File: src/rtl/pingpong_ctrl.sv
// pingpong_ctrl: double-buffered BRAM controller. A producer fills one bank while
// the consumer drains the other, and ownership swaps when a frame is done.
// Optional feature: define PINGPONG_PERF_CNT_EN to build the swap/stall counters.
module pingpong_ctrl #(
  parameter int unsigned ADDR_W      = 6,
  parameter int unsigned DATA_W      = 8,
  parameter int unsigned ARM_TIMEOUT = 4
) (
  input  logic              clk,
  input  logic              rst,
  input  logic              en,
  output logic              start_write,
  input  logic              busy_write,
  output logic              start_read,
  input  logic              busy_read,
  input  logic [ADDR_W-1:0] wr_addr,
  input  logic [DATA_W-1:0] wr_data,
  input  logic [ADDR_W-1:0] rd_addr,
  output logic [DATA_W-1:0] rd_data,
  output logic              bram0_we,
  output logic [ADDR_W-1:0] bram0_addr,
  output logic [DATA_W-1:0] bram0_din,
  input  logic [DATA_W-1:0] bram0_dout,
  output logic              bram1_we,
  output logic [ADDR_W-1:0] bram1_addr,
  output logic [DATA_W-1:0] bram1_din,
  input  logic [DATA_W-1:0] bram1_dout,
  output logic              wr_bank,
  output logic              rd_bank,
  output logic [1:0]        full,
  output logic              err,
  output logic [15:0]       swap_cnt,
  output logic [15:0]       rd_stall_cnt
);

  localparam int unsigned TO_W = $clog2(ARM_TIMEOUT + 2);

  typedef enum logic [1:0] {W_IDLE, W_ARM, W_BUSY, W_DONE} w_state_t;
  typedef enum logic [1:0] {R_IDLE, R_ARM, R_BUSY, R_DONE} r_state_t;

  w_state_t        w_state;
  r_state_t        r_state;
  logic [TO_W-1:0] w_cnt;
  logic [TO_W-1:0] r_cnt;
  logic            wr_active;
  logic            w_start_ok;
  logic            r_start_ok;
  logic [1:0]      full_set;
  logic [1:0]      full_clr;

  // Start guards and per-bank full flag updates for this cycle
  always_comb begin
    wr_active  = (w_state == W_ARM) || (w_state == W_BUSY);
    w_start_ok = en && !busy_write && !full[wr_bank];
    r_start_ok = en && !busy_read && full[rd_bank] && !(wr_active && (wr_bank == rd_bank));
    full_set   = 2'b00;
    full_clr   = 2'b00;
    if (w_state == W_DONE) full_set[wr_bank] = 1'b1;
    if (r_state == R_DONE) full_clr[rd_bank] = 1'b1;
  end

  // Writer and reader FSMs, bank ownership, full flags and sticky error
  always_ff @(posedge clk) begin
    if (rst) begin
      w_state     <= W_IDLE;
      r_state     <= R_IDLE;
      w_cnt       <= '0;
      r_cnt       <= '0;
      start_write <= 1'b0;
      start_read  <= 1'b0;
      wr_bank     <= 1'b0;
      rd_bank     <= 1'b0;
      full        <= 2'b00;
      err         <= 1'b0;
    end else begin
      start_write <= 1'b0;
      start_read  <= 1'b0;
      full        <= (full | full_set) & ~full_clr;

      case (w_state)
        W_IDLE: if (w_start_ok) begin
          w_state     <= W_ARM;
          start_write <= 1'b1;
          w_cnt       <= '0;
        end
        W_ARM: begin
          if (busy_write) begin
            w_state <= W_BUSY;
          end else if (w_cnt == TO_W'(ARM_TIMEOUT)) begin
            w_state <= W_IDLE;
            err     <= 1'b1;
          end else begin
            w_cnt <= w_cnt + TO_W'(1);
          end
        end
        W_BUSY: if (!busy_write) w_state <= W_DONE;
        W_DONE: begin
          wr_bank <= ~wr_bank;
          w_state <= W_IDLE;
        end
        default: w_state <= W_IDLE;
      endcase

      case (r_state)
        R_IDLE: if (r_start_ok) begin
          r_state    <= R_ARM;
          start_read <= 1'b1;
          r_cnt      <= '0;
        end
        R_ARM: begin
          if (busy_read) begin
            r_state <= R_BUSY;
          end else if (r_cnt == TO_W'(ARM_TIMEOUT)) begin
            r_state <= R_IDLE;
            err     <= 1'b1;
          end else begin
            r_cnt <= r_cnt + TO_W'(1);
          end
        end
        R_BUSY: if (!busy_read) r_state <= R_DONE;
        R_DONE: begin
          rd_bank <= ~rd_bank;
          r_state <= R_IDLE;
        end
        default: r_state <= R_IDLE;
      endcase
    end
  end

  // Bank port steering: writer owns its bank while arming/busy, reader otherwise
  always_comb begin
    bram0_we   = 1'b0;
    bram0_addr = rd_addr;
    bram0_din  = '0;
    bram1_we   = 1'b0;
    bram1_addr = rd_addr;
    bram1_din  = '0;
    if (wr_active && !wr_bank) begin
      bram0_we   = 1'b1;
      bram0_addr = wr_addr;
      bram0_din  = wr_data;
    end
    if (wr_active && wr_bank) begin
      bram1_we   = 1'b1;
      bram1_addr = wr_addr;
      bram1_din  = wr_data;
    end
    rd_data = rd_bank ? bram1_dout : bram0_dout;
  end

`ifdef PINGPONG_PERF_CNT_EN
  localparam int unsigned CNT_W = 16;

  // Saturating frame-swap and reader-starved counters
  always_ff @(posedge clk) begin
    if (rst) begin
      swap_cnt     <= '0;
      rd_stall_cnt <= '0;
    end else begin
      if ((r_state == R_DONE) && (swap_cnt != '1))
        swap_cnt <= swap_cnt + CNT_W'(1);
      if ((r_state == R_IDLE) && en && (full == 2'b00) && (rd_stall_cnt != '1))
        rd_stall_cnt <= rd_stall_cnt + CNT_W'(1);
    end
  end
`else
  assign swap_cnt     = '0;
  assign rd_stall_cnt = '0;
`endif

endmodule

File: config.mk
export PLATFORM = sky130hd
export DESIGN_NAME = pingpong_ctrl
export DESIGN_NICKNAME = d
export VERILOG_FILES = /design/src/rtl/pingpong_ctrl.sv
export SDC_FILE = /design/constraint.sdc
export NUM_CORES = 1
export LEC_CHECK = 0
export CORE_MARGIN = 3
export CORE_UTILIZATION = 34
export DETAILED_ROUTE_END_ITERATION = 10
export GPL_ROUTABILITY_DRIVEN = 0
export GPL_TIMING_DRIVEN = 0
export PLACE_DENSITY = 0.92
export SLEW_MARGIN = 15
export SYNTH_ARGS = -nofsm -noshare
export SYNTH_HDL_FRONTEND = slang
export SYNTH_SLANG_ARGS = --single-unit
File: constraint.sdc
create_clock -name clk -period 2.7 [get_ports clk]
set_input_delay 0.675 -clock clk [delete_from_list [all_inputs] [get_ports clk]]
set_output_delay 0.675 -clock clk [all_outputs]
set_load 0.005 [all_outputs]
; Word-level counts from Yosys, hierarchy flattened
; Cells that the tools add are included.
[word_totals]
register_bits = 17
latch_bits = 0
mem_bits_rw = 0
romBits = 0
input_bits = 41
output_inout_bits = 77
wordCells = 111
n_memories = 0
[classes]
addsub = 2
mul = 0
div = 0
n_lt_le_gt_ge = 4
n_eq_ne = 19
shift = 0
muxes = 43
n_bitwise = 7
n_reduce_logical = 26
[ops]
columns = op, n
row1 = $mux 8, 3
row2 = $mux 2, 10
row3 = $mux 3, 6
row4 = $mux 1, 16
row5 = $ne 2x2->1 const B, 8
row6 = $pmux 2 s4, 2
row7 = $mux 6, 2
row8 = $pmux 3 s2, 2
row9 = $logic_and 1x1->1, 10
row10 = $eq 2x2->1 const B, 4
row11 = $reduce_and 4->1, 2
row12 = $add 3x1->3 const B, 2
row13 = $eq 3x3->1 const B, 2
row14 = $reduce_and 3->1, 2
row15 = $logic_not 1->1, 5
row16 = $eq 2x1->1 const B, 2
row17 = $logic_not 2->1, 2
row18 = $lt 1x2->1 const B, 2
row19 = $not 1->1, 4
row20 = $reduce_bool 2->1, 2
row21 = $reduce_or 2->1, 2
row22 = $ne 3x2->1 const B, 1
row23 = $ne 3x3->1 const B, 1
row24 = $and 2x2->2, 1
row25 = other kinds (6), 8

; Depth between registers and ports, before layout
[logic_depth]
word_depth = 7
depth_mapped = 8
mapped_depth_nobuf = 6

; Worst setup path after synthesis
; Ideal clock, no wire load.
[synth_timing]
path_type = reg2out
startpoint = reg w_state[0]
endpoint = out bram0_addr[1]
t_arrival_ns = 1.590
t_required_ns = 2.025
setup_slack_ns = 0.435
stages_incl_launch_ff = 8
path_buffers = 3
path_cell_list = dfxtp_1 > inv_1 > ha_1 > buf_6 > nor2b_4 > buf_6 > buf_2 > mux2_2
[synth_via]
elab_chain_len = 4
elab_cells_between_ends = 5
classes_between = eq/ne: 2 / mux: 1 / reduce/logical: 2
[synth_rtl]
columns = item, line
row1 = start: declaration, 41  ; w_state_t w_state;
row2 = start signal: assignment, 65  ; w_state <= W_IDLE;
row3 = start signal: assignment, 82  ; w_state <= W_ARM;
row4 = start signal: assignment, 88  ; w_state <= W_BUSY;
row5 = $eq 2x1->1 / $eq 2x2->1 (equally long branches), 53  ; wr_active = (w_state == W_ARM) || (w_state == W_BUSY);
row6 = $logic_or 1x1->1 (*), 53
row7 = $logic_and 1x1->1 (*), 138  ; if (wr_active && !wr_bank) begin
row8 = $mux 6 (*), 138
row9 = end: declaration, 21  ; output logic [ADDR_W-1:0] bram0_addr,
; Every way passes the cells marked *; elsewhere a longest branch is shown, timed or not.

==> parameters.txt <==
Parameter                              Value

STA
  Final count of negative-setup-slack endpoints    0
  Aggregate negative setup slack    0 ps
  Share of the clock period used by the worst path    98.1%
  Number of pins exceeding their max-slew limit in the final report    0
  Unrepaired setup endpoints after global routing    yes
  Final Hold Viols    0
  Fmax    378 MHz
  Minimum period implied by the final worst setup slack    between 2000 and 3000 ps
  Worst Clk Skew    around 4.5 ps

Drt
  Initial DRC Count    ~120
  Mean number of vias per cell    roughly 4.6
  Drc violations    0
  Total number of vias    1653
  DRT Pass-1 Iters    4
  Total detailed-routing wirelength    just under 5000 um
  Average wire per standard cell    13.6 um
  Detail Route Antenna Nets    0

Worst setup path
  Kind of critical path    reg -> out
  CP endpoint kind    output port
  Peak fanout along the critical path    8
  Worst EP arrival    1970 ps
  Startpoint types    flip-flop
  CP required    2030 ps

Placement
  Port buffer count    84
  Placed Area    2600 sq um
  Total placed cells including tap cells    approximately 350
  Total half-perimeter wirelength after legalization and detailed placement    roughly 3900 um

Synthesis
  Area of the mapped netlist    around 1600 sq um
  Cell type contributing the most total cell area after synthesis    dfxtp_1
  Dominant synthesized flop cell    dfxtp_1
  Post-synthesis sequential area ratio    ~22%
  Flops & latches, synth    17
  Largest cells by area after synthesis    dfxtp_1 (22%), buf_4 (15%), mux2_2 (14%), ha_1 (6.4%), and2_1 (3.6%)
  Asr flop ratio synth    0%
  Syn. warnings    0
  Proportion of netlist area held by the largest area contributor    21.6%
  Count of cell types in the netlist    45
  Number of enable flip-flop cells after synthesis    0
  Synthesized instance count    roughly 180
  Post-Synthesis Mean Instance Area    ~8.7 sq um

Global routing
  Gr ovfl total    0
  Total GRT Usage    between 15 and 20%
  M3 GR Usage    2.57%
  Maximum number of pins on one net before global-route repair    11
  Met2 global-route usage    around 34%
  Number of global-route vias before repair    1639
  GR Util met1    18.7%
  Number of antenna violations at the first check in global routing    0
  Most congested layer reported by global routing    met2
  Wire length of the first global-routing pass    between 7000 and 8000 um

CTS
  Clock transition at the registers of the reported paths    roughly 70 ps
  Clock H-tree levels    1
  Number of buffers between clock root and the deepest sink    2
  Clock insertion delay at the later pin of the skew report    around 250 ps
  Number of buffers added by the clock tree synthesis step    3
  Sink count of the clock tree    17
  Post-cts hold buffer count    0
  CTS tree    built
  CTS root buffer    clkbuf_8

Hold path
  Worst hold path class    reg -> reg

Die
  Core area    4410 sq um
  Die Outline Area    between 5000 and 6000 sq um
  Die outline width    between 70 and 80 um
  Total number of placement rows    24
  Boundary Pins    118
  Initial Util    35.7%
  Chip Height    74.1 um

Layout
  Most frequent standard cell in the layout excluding fill and tap cells    clkdlybuf4s50_1
  Final core utilization    61.7%
  Net count reported at finish    approximately 360
  Layout Cells excl Fill    360
  Diode insertion count for antenna repair    0
  Post-route design area    between 2000 and 3000 sq um
  Area Growth Syn to Fin    72.9%
  Most frequent cells in the layout    clkdlybuf4s50_1 (68), buf_4 (38), conb_1 (32)
  Share of post-route cells with drive strength above 1    about 25%

Run
  Max Cap Viol    0

Power and ir drop
  Standby leakage power    1.24 nW
  Pwr/cell area    320 nW/um^2
  Peak ir drop on the vdd network    between 0.0001 and 0.00015 V

Outcome
  Outcome    completed
## power breakdown
| part | total [mW] | internal (mW) | switching [mW] |
|---|---|---|---|
| sequential | 0.262 | 0.258 | 0.00369 |
| clock | 0.192 | 0.102 | 0.0896 |
| combinational | 0.418 | 0.255 | 0.164 |
| total | 0.872 | 0.615 | 0.257 |
## logic make-up (layout without fill, tap and decap cells)
logic type               count (synthesis)  in the layout  synth area share [%]
multiplexers                            22             22                  15.9
XOR/XNOR                                 2              2                  1.11
adder cells (fa/ha/maj)                  8              8                  6.35
other                                    1             32                 0.238
AO/OA/AOI/OAI                           30             30                  14.0
buffers and inverters                   46            141                  19.6
AND/OR/NAND/NOR                         56             56                  21.2
flip-flops                              17             17                  21.6
## synthesized netlist by cell type, types with 3 or more instances
| master | instances |
|---|---|
| nand2b_1 | 3 |
| nand4_1 | 4 |
| and2_1 | 9 |
| nor2_1 | 8 |
| a31oi_1 | 3 |
| ha_1 | 8 |
| and3_1 | 9 |
| buf_4 | 32 |
| nand2_1 | 6 |
| nor2b_1 | 6 |
| inv_1 | 7 |
| a21oi_1 | 10 |
| dfxtp_1 | 17 |
| o21ai_0 | 4 |
| mux2_2 | 20 |
## path summary, 6_finish.rpt
| kind | from | slack (ps) | depth (start not counted) | to |
|---|---|---|---|---|
| setup / recovery | flip-flop | 50 | 6 | bram1_addr[1] |
| hold / removal | flip-flop | 500 | 2 | flip-flop |
| setup reg to reg | flip-flop | 800 | 9 | r_state[0] |
| hold reg to reg | flip-flop | 500 | 2 | flip-flop |
## metrics by stage
stage	worst slack, ps	power (mW)	hold slack [ps]
after floorplan	435	0.465	466
after global placement	-152	0.635	479
after detailed placement	-188	0.647	497
after CTS	0.125	0.848	506
after global routing	-18.3	0.926	521
final	51.2	0.872	498
## routing by layer
layer,vias up,routed length [um]
met4,0,68
met2,62,2760
met3,6,245
met5,-,0
li1,821,-
met1,764,1820
## repair_timing
| item | 4_1_cts | 5_1_grt |
|---|---|---|
| gates resized for setup | 21 | 14 |
| endpoints found under the setup margin | 21 | 21 |
| pin swaps | 0 | 1 |
| buffers inserted | 6 | 1 |
## critical path, stage by stage, from the launching register on
cell	delay [ps]
dfxtp_2	340
inv_2	50
ha_1	290
buf_6	130
nand2_4	120
mux2_2	340
clkdlybuf4s50_1	460
## area by class of cell
| type | count | area (sq um) |
|---|---|---|
| repair buffers | 91 | 903 |
| fillers | 361 | 1690 |
| plain buffers | 39 | 290 |
| clock inverters | 1 | 5.00 |
| inverters | 7 | 26.3 |
| flip-flops and latches | 17 | 345 |
| multi-input cells | 150 | 1050 |
| well taps | 52 | 65.1 |
| clock buffers | 3 | 41.3 |
Power figures use the tool's default switching activity.
